File: config.mk
export PLATFORM = sky130hd
export DESIGN_NAME = pll_lock_supervisor
export DESIGN_NICKNAME = d
export VERILOG_FILES = /design/src/rtl/pll_lock_supervisor_pkg.sv /design/src/rtl/sync_1bit.sv /design/src/rtl/pll_lock_supervisor.sv
export SDC_FILE = /design/constraint.sdc
export NUM_CORES = 1
export LEC_CHECK = 0
export BUFFER_PORTS_ARGS = -buffer_cell sky130_fd_sc_hd__buf_2
export CAP_MARGIN = 30
export CORE_MARGIN = 4
export CORE_UTILIZATION = 29
export DETAILED_ROUTE_END_ITERATION = 6
export HOLD_SLACK_MARGIN = 0.05
export PLACE_DENSITY = 0.56
export SLEW_MARGIN = 20
export SYNTH_ARGS = -nofsm -noshare
export SYNTH_HDL_FRONTEND = slang
export SYNTH_SLANG_ARGS = --single-unit
export TNS_END_PERCENT = 20
File: constraint.sdc
create_clock -name clk -period 1.7 [get_ports clk]
set_input_delay 0.51 -clock clk [delete_from_list [all_inputs] [get_ports clk]]
set_output_delay 0.51 -clock clk [all_outputs]
set_load 0.02 [all_outputs]
File: src/rtl/pll_lock_supervisor_pkg.sv
`default_nettype none
// ============================================================================
// Package  : pll_lock_supervisor_pkg
// Brief    : State encoding and sizing helpers for the PLL lock supervisor.
// Revision : 1.0
// ============================================================================
package pll_lock_supervisor_pkg;

    localparam int STATE_W = 3;

    typedef enum logic [STATE_W-1:0] {
        PLL_RESET = 3'd0,
        WAIT_LOCK = 3'd1,
        STABLE    = 3'd2,
        RUN       = 3'd3,
        FAULT     = 3'd4
    } state_t;

    // Counter must hold the largest terminal count (max - 1).
    function automatic int cnt_width(input int a, input int b, input int c);
        int m;
        m = a;
        if (b > m) m = b;
        if (c > m) m = c;
        return (m > 1) ? $clog2(m) : 1;
    endfunction

    function automatic int rc_width(input int max_retries);
        return (max_retries > 0) ? $clog2(max_retries + 1) : 1;
    endfunction

endpackage
`default_nettype wire

File: src/rtl/sync_1bit.sv
`default_nettype none
// ============================================================================
// Module   : sync_1bit
// Brief    : N-flop single-bit synchroniser, async active-low reset to 0.
// Revision : 1.0
// ============================================================================
module sync_1bit #(
    parameter int STAGES = 2
) (
    input  logic clk,
    input  logic rst_n,
    input  logic d,
    output logic q
);

    localparam int c_n = (STAGES < 2) ? 2 : STAGES;

    logic [c_n-1:0] r_chain;

    always_ff @(posedge clk or negedge rst_n) begin
        if (!rst_n) begin
            r_chain <= '0;
        end else begin
            r_chain <= {r_chain[c_n-2:0], d};
        end
    end

    assign q = r_chain[c_n-1];

endmodule
`default_nettype wire

File: src/rtl/pll_lock_supervisor.sv
`default_nettype none
// ============================================================================
// Module   : pll_lock_supervisor
// Brief    : Sequences PLL reset, qualifies lock, releases system reset,
//            retries on lock timeout and latches a fault after repeated misses.
// Revision : 1.0
// ============================================================================
module pll_lock_supervisor
    import pll_lock_supervisor_pkg::*;
#(
    parameter int SYNC_STAGES         = 2,
    parameter int PLL_RESET_CYCLES    = 16,
    parameter int LOCK_TIMEOUT_CYCLES = 65536,
    parameter int LOCK_STABLE_CYCLES  = 1024,
    parameter int MAX_RETRIES         = 3
) (
    input  logic                               clk,
    input  logic                               rst_n,
    input  logic                               pll_locked,
    input  logic                               soft_reset_req,
    output logic                               pll_resetb,
    output logic                               sys_rst_n,
    output logic                               ready,
    output logic                               fault,
    output logic [rc_width(MAX_RETRIES)-1:0]   retry_count
);

    localparam int CNT_W = cnt_width(PLL_RESET_CYCLES, LOCK_TIMEOUT_CYCLES,
                                     LOCK_STABLE_CYCLES);
    localparam int RC_W  = rc_width(MAX_RETRIES);

    localparam logic [CNT_W-1:0] c_rst_last     = CNT_W'(PLL_RESET_CYCLES - 1);
    localparam logic [CNT_W-1:0] c_timeout_last = CNT_W'(LOCK_TIMEOUT_CYCLES - 1);
    localparam logic [CNT_W-1:0] c_stable_last  = CNT_W'(LOCK_STABLE_CYCLES - 1);
    localparam logic [RC_W-1:0]  c_rc_max       = RC_W'(MAX_RETRIES);

    state_t           r_state;
    state_t           w_next;
    logic [CNT_W-1:0] r_cnt;
    logic [CNT_W-1:0] w_cnt_next;
    logic [RC_W-1:0]  r_rc;
    logic [RC_W-1:0]  w_rc_next;
    logic             w_locked_s;
    logic             w_counting;

    logic r_pll_resetb;
    logic r_sys_rst_n;
    logic r_ready;
    logic r_fault;

    sync_1bit #(
        .STAGES (SYNC_STAGES)
    ) u_lock_sync (
        .clk   (clk),
        .rst_n (rst_n),
        .d     (pll_locked),
        .q     (w_locked_s)
    );

    always_comb begin
        w_next    = r_state;
        w_rc_next = r_rc;

        case (r_state)
            PLL_RESET: begin
                if (r_cnt == c_rst_last) w_next = WAIT_LOCK;
            end
            WAIT_LOCK: begin
                if (w_locked_s) begin
                    w_next = STABLE;
                end else if (r_cnt == c_timeout_last) begin
                    if (r_rc >= c_rc_max) begin
                        w_next = FAULT;
                    end else begin
                        w_next    = PLL_RESET;
                        w_rc_next = r_rc + RC_W'(1);
                    end
                end
            end
            STABLE: begin
                if (!w_locked_s)                   w_next = WAIT_LOCK;
                else if (r_cnt == c_stable_last)   w_next = RUN;
            end
            RUN: begin
                if (!w_locked_s) w_next = PLL_RESET;
            end
            FAULT: begin
                w_next = FAULT;
            end
            default: begin
                w_next = PLL_RESET;
            end
        endcase

        if (w_next == RUN) w_rc_next = '0;

        // Soft restart overrides every other transition in the same cycle.
        if (soft_reset_req) begin
            w_next    = PLL_RESET;
            w_rc_next = '0;
        end
    end

    always_comb begin
        w_counting = (r_state == PLL_RESET) || (r_state == WAIT_LOCK) ||
                     (r_state == STABLE);
        if ((w_next != r_state) || soft_reset_req || !w_counting) begin
            w_cnt_next = '0;
        end else begin
            w_cnt_next = r_cnt + CNT_W'(1);
        end
    end

    // Outputs decode next-state so they move on the same edge as the state.
    always_ff @(posedge clk or negedge rst_n) begin
        if (!rst_n) begin
            r_state      <= PLL_RESET;
            r_cnt        <= '0;
            r_rc         <= '0;
            r_pll_resetb <= 1'b0;
            r_sys_rst_n  <= 1'b0;
            r_ready      <= 1'b0;
            r_fault      <= 1'b0;
        end else begin
            r_state      <= w_next;
            r_cnt        <= w_cnt_next;
            r_rc         <= w_rc_next;
            r_pll_resetb <= !((w_next == PLL_RESET) || (w_next == FAULT));
            r_sys_rst_n  <= (w_next == RUN);
            r_ready      <= (w_next == RUN);
            r_fault      <= (w_next == FAULT);
        end
    end

    assign pll_resetb  = r_pll_resetb;
    assign sys_rst_n   = r_sys_rst_n;
    assign ready       = r_ready;
    assign fault       = r_fault;
    assign retry_count = r_rc;

endmodule
`default_nettype wire
; ---- Yosys cells after proc, flatten, opt, wreduce, memory -nomap -nowiden
; Index checks and enable logic that the tools add are counted.
[op_classes]
mux = 16
n_eq_ne = 13
n_lt_le_gt_ge = 1
reduce_logical = 12
addsub = 2
[op_table]
columns = operator, n
row1 = $mux W3, 8
row2 = $add A16 B1 Y16 const B, 1
row3 = $eq A16 B10 Y1 const B, 1
row4 = $eq A16 B16 Y1 const B, 1
row5 = $eq A16 B4 Y1 const B, 1
row6 = $mux W16, 1
row7 = $pmux W3 S5, 1
row8 = $eq A3 B2 Y1 const B, 4
row9 = $mux W2, 6
row10 = $eq A3 B3 Y1 const B, 2
row11 = $logic_not A3 Y1, 2
row12 = $reduce_bool A3 Y1, 2
row13 = $logic_or A1 B1 Y1, 5
row14 = $reduce_and A4 Y1, 1
row15 = $eq A3 B1 Y1 const B, 1
row16 = $ne A3 B2 Y1 const B, 1
row17 = $ne A3 B3 Y1, 1
row18 = $ne A3 B3 Y1 const B, 1
row19 = $add A2 B1 Y2 const B, 1
row20 = $ge A2 B2 Y1 const B, 1
row21 = $logic_not A1 Y1, 2
[totals]
ff_bits = 26
out_inout_bits = 6
in_bits = 4

; ---- Depth between registers and ports, before layout
[logic_depth]
depth_word = 10
depth_mapped = 6

; ---- By module
; Synthesis repeated with hierarchy kept, for this count alone.
[unflattened]
cells_unflattened = 133
area_unflattened_um2 = 1400.1
[by_module_without_submodules]
columns = mod, cells_per_inst, area_each_um2, instances, seq_area_each_um2
row1 = pll_lock_supervisor, 131, 1350.0, 1, 600.6
row2 = sync_1bit, 2, 50.0, 1, 50.0

; ---- Worst setup path after synthesis
; OpenSTA, ideal clock, no wires.
[synth_path]
path_kind = register -> register
start = reg r_cnt[10]
end = reg r_state[0]
path_slack_ns = -0.023
period_less_slack_ns = 1.723
n_path_buf = 0
path_stages_with_launch = 6
required_ns = 1.618
setup_ns = 0.082
arrival_ns = 1.641
path_cell_list = dfrtp_1 > or4_4 > nor4_2 > nand4_1 > and2_4 > a31oi_1
[synth_via]
elab_chain_len = 5
[synth_rtl]
columns = element, line
row1 = from (decl), pll_lock_supervisor.sv:39  ; logic [CNT_W-1:0] r_cnt;
row2 = from (signal assigned), pll_lock_supervisor.sv:126  ; r_cnt <= w_cnt_next;
row3 = $eq A16 B10 Y1 / $eq A16 B16 Y1 (equally long branches), "pll_lock_supervisor.sv:82, pll_lock_supervisor.sv:71"
row4 = "$mux W3, on equally long branches", "pll_lock_supervisor.sv:82, pll_lock_supervisor.sv:71"
row5 = "$mux W3, on equally long branches", "pll_lock_supervisor.sv:81, pll_lock_supervisor.sv:69"
row6 = $pmux W3 S5 (*), pll_lock_supervisor.sv:64  ; case (r_state)
row7 = $mux W3 (*), pll_lock_supervisor.sv:98  ; if (soft_reset_req) begin
row8 = via w_next[0], pll_lock_supervisor.sv:38  ; state_t w_next;
row9 = to (signal assigned), pll_lock_supervisor.sv:125  ; r_state <= w_next;
row10 = to (decl), pll_lock_supervisor.sv:37  ; state_t r_state;
; The timed path passes the listed nets; every way through them passes the cells marked *.
; A chain may end at the register's enable or synchronous reset.

; ---- Final worst setup path
[layout_path]
start = reg r_cnt[10]
end = reg r_cnt[3]
[layout_via]
elab_chain_len = 9
[layout_rtl]
columns = element, line
row1 = $eq A16 B10 Y1 / $eq A16 B16 Y1 (equally long branches), "pll_lock_supervisor.sv:82, pll_lock_supervisor.sv:71"
row2 = "$mux W3, on equally long branches", "pll_lock_supervisor.sv:82, pll_lock_supervisor.sv:71"
row3 = "$mux W3, on equally long branches", "pll_lock_supervisor.sv:81, pll_lock_supervisor.sv:69"
row4 = $pmux W3 S5 (*), pll_lock_supervisor.sv:64
row5 = $mux W3 (*), pll_lock_supervisor.sv:98
row6 = $ne A3 B3 Y1 (*), pll_lock_supervisor.sv:107  ; if ((w_next != r_state) || soft_reset_req || !w_counting) begin
row7 = $logic_or A1 B1 Y1 (*) (2 in a row), pll_lock_supervisor.sv:107
row8 = $mux W16 (*), pll_lock_supervisor.sv:107
row9 = via w_cnt_next[3], pll_lock_supervisor.sv:40  ; logic [CNT_W-1:0] w_cnt_next;
; Marks and branches as above.

==> impl_summary.log <==
INFO  metric detailed_place_hpwl = 2.21 mm
INFO  metric first_global_vias = 1025
INFO  metric grt_usage = 10.8%
INFO  metric fmaxAchievable = 528 MHz
INFO  metric cts.reportedPaths.clkPinSlew = 0.09 ns
INFO  metric relSlewSlack = 60.8%
INFO  metric gp_congestion = 0.853
INFO  metric max_cap_violations = 0
INFO  metric floorplan.die.width = 75.3 µm
INFO  metric cts-buffers-inserted = 3
INFO  metric grt_overflow = 0
INFO  metric route.final.wire_length = 2.87 mm
INFO  metric diodes = 0
INFO  metric criticalPathCategory = reg -> reg
INFO  metric io_pins = 10
INFO  metric core = 0.00438 mm²
INFO  metric fin_nets = 173
INFO  metric tightestPinTransition = 0.589 ns
INFO  metric leakage = 0.806 nW
INFO  metric cp_top_family = simple AND/OR/NAND/NOR gates
INFO  metric worst_setup_path_start_kind = flip-flop
INFO  metric combPwrFrac = 5.7%
INFO  metric yosys.cell_types.count = 35
INFO  metric drtIter0Drc = 35
INFO  metric worst_ep_arrival_time = 2.05 ns
INFO  metric post-route-period-util = 111%
INFO  metric min_period = 1.89 ns
INFO  metric cts_buffer_depth = 2
INFO  metric power.total = 1.10 mW
INFO  metric grt_start_max_net_pins = 27
INFO  metric clock_insertion_delay_worst_skew = 0.27 ns
INFO  metric end_kind = flip-flop
INFO  metric routedWlPerCell = 13.2 µm
INFO  metric power.switching = 0.239 mW
INFO  metric ys_warn_count = 0
INFO  metric power_density = 656 mW/mm²
INFO  metric final_layout_size_suffix_gt1_share = 30.7%
INFO  metric crit_path_max_incr_delay = 0.56 ns
INFO  metric die_span_y = 75.3 µm
INFO  metric rsz0062_at_grt = yes
INFO  metric synth_area = 0.00131 mm²
INFO  metric fill_cells = 447
INFO  metric part_of_the_power_in_registers = 57.6%
INFO  metric via_per_inst = 4.82
INFO  metric power_report.internal_total = 0.859 mW
INFO  metric tritoncts_clock_tree = built
INFO  metric detailedPlace.worstSlack = -0.195 ns
INFO  metric slew_violations = 0
INFO  metric i_o_buffers = 9
INFO  metric cts-hold-fix-buffers = 0
INFO  metric die_area = 0.00567 mm²
INFO  metric cp_cell_sequence = or4_4 -> nor4_2 -> nand4_1 -> nand3b_1 -> nor2_1
INFO  metric post_synth.cell_area_avg = 10.1 µm²
INFO  metric yosys_register_bits = 26
INFO  metric num_vias = 1050
INFO  metric cts.sinks = 26
INFO  metric netSwitchingFraction = 21.7%
INFO  metric drtAntennaViolNets = 0
INFO  metric clockPowerShare = 36.7%
INFO  metric grt_antenna_before_repair = 0
INFO  metric hold_viol_final = 0
INFO  metric net_count_synth = 136
INFO  metric final_critical_path_setup_slack = -0.193 ns
INFO  metric global_route_wire_length_before_repair = 4.71 mm
INFO  metric setup_viol_count_final = 13
INFO  metric detailedRoute.firstPassIterationCount = 5
INFO  metric initial_core_utilization = 30.0%
INFO  metric timing.hold.worst.class = in -> async
INFO  metric worstPathMaxFanout = 6
INFO  metric final.setup_skew = 0.00203 ns
INFO  metric htreeDepth = 1
INFO  metric ctsRootBufferMaster = clkbuf_8
INFO  metric critical_path.n_buffers_inverters = 0
INFO  metric peak_vdd_ir = 390 µV
INFO  metric crit_required = 1.86 ns
INFO  metric status = complete, but fails checks
INFO  metric netlist_instances = 130
INFO  metric drc_errors = 0
INFO  metric failed_checks = setup timing
INFO  metric critical-path-slowest-cell = or4_4
INFO  metric placement_rows = 24
INFO  metric area.growth.synth_to_final = 27.3%
INFO  metric seq_area_frac_synth = 49.5%
-- kinds of logic after synthesis --
| logic type | Yosys count | share of synthesized area [%] |
|---|---|---|
| simple gates | 65 | 28.1 |
| flops | 26 | 49.5 |
| xor+xnor | 15 | 10.0 |
| compound gates | 12 | 5.43 |
| buf+inv | 8 | 3.52 |
| mux | 2 | 1.52 |
| fa+ha+maj | 2 | 1.90 |
-- Yosys cell counts --
cell / n / area, µm²
nand3b_1: 2 / 15.0
nor2_1: 22 / 82.6
clkbuf_2: 1 / 5.00
and4b_1: 1 / 10.0
buf_6: 1 / 11.3
buf_4: 2 / 15.0
a31o_2: 1 / 8.76
nand4b_1: 1 / 8.76
xnor2_1: 5 / 43.8
ha_1: 2 / 25.0
a21oi_1: 3 / 15.0
mux2i_1: 2 / 20.0
nand2b_1: 1 / 6.26
nor4_2: 2 / 25.0
and3_1: 3 / 18.8
nor3_1: 3 / 15.0
xor2_1: 10 / 87.6
o21ai_0: 3 / 15.0
and2_4: 1 / 8.76
and3b_1: 1 / 8.76
or4_4: 1 / 11.3
o211ai_1: 1 / 7.51
nand2_1: 8 / 30.0
and4_2: 1 / 10.0
or2b_2: 1 / 8.76
nand3_1: 7 / 35.0
dfrtp_1: 26 / 651
nor4b_1: 1 / 8.76
nor2b_1: 1 / 6.26
or4bb_1: 1 / 11.3
nand4_1: 4 / 25.0
inv_1: 4 / 15.0
and4_1: 2 / 17.5
nor4_1: 1 / 6.26
a31oi_1: 4 / 25.0
-- repair_timing --
item,4_1_cts,5_1_grt
pin swaps,1,1
setup buffers,0,0
resized for setup,2,2
endpoints found under the setup margin,17,16
-- power by group through the flow --
stage | registers (mW) | clock network, mW | logic (mW)
2_1_floorplan | 0.645 | 0 | 0.0218
3_3_place_gp | 0.644 | 0 | 0.0612
3_5_place_dp | 0.645 | 0 | 0.0630
4_1_cts | 0.633 | 0.432 | 0.0646
5_1_grt | 0.634 | 0.446 | 0.0717
6_report | 0.633 | 0.403 | 0.0623
-- layout make-up --
| class | instances | area (µm²) | share of cell area (%) |
|---|---|---|---|
| sequential | 26 | 651 | 38.9 |
| timing repair buffer | 36 | 248 | 14.8 |
| multi-input combinational | 96 | 639 | 38.2 |
| clock buffer | 4 | 55.1 | 3.29 |
| inverter | 4 | 15.0 | 0.898 |
| tap | 52 | 65.1 | 3.89 |
-- through the flow --
step | utilization, % | setup TNS [ns] | cells | hold WS [ns] | instance area (µm²)
6_report | 38.2 | -2.07 | 218 | 0.230 | 1670
5_1_grt | 38.2 | -3.32 | 218 | 0.269 | 1670
4_1_cts | 37.9 | -2.47 | 218 | 0.246 | 1660
3_5_place_dp | 36.4 | -1.95 | 214 | 0.339 | 1600
3_3_place_gp | 36.4 | -1.95 | 214 | 0.337 | 1600
2_1_floorplan | - | -0.0645 | 130 | 0.214 | 1310
-- layout by cell type (no fill, tap or decap), types with 3 or more instances in the layout --
cell type,n
o21ai_0,3
xnor2_1,5
nor3_1,3
a21oi_1,3
nand3_1,5
nand4_1,4
xor2_1,10
a31oi_1,3
clkbuf_8,4
and3_1,3
buf_2,9
nand2_1,8
nor2_1,22
buf_4,27
dfrtp_1,26
inv_1,4
-- per-layer routing --
metal	up-vias	GRT usage, %	routed length (µm)
met2	16	18.3	1430
met5	-	0	0
met1	508	13.7	1330
met3	4	3.17	100
li1	522	-	-
met4	0	2.33	18
-- registers in the layout, indices dropped and copies added, names as in the netlist --
register             cells
r_cnt                   16
r_state                  3
retry_count              2
u_lock_sync.r_chain      2
fault                    1
pll_resetb               1
ready                    1
-- path summary, 6_finish.rpt --
path                                        start                      to  slack, ns  cells after the start
setup / recovery                        r_cnt[10]                r_cnt[3]      -0.19                      5
hold / removal                              rst_n                r_cnt[8]       0.23                      1
setup reg to reg                        r_cnt[10]                r_cnt[3]      -0.19                      5
hold reg to reg            u_lock_sync.r_chain[0]  u_lock_sync.r_chain[1]       0.36                      0
max in group asynchronous                   rst_n              r_state[2]       1.08                      1
min in group clk                       pll_locked  u_lock_sync.r_chain[0]       0.34                      1
Power figures use the tool's default switching activity.
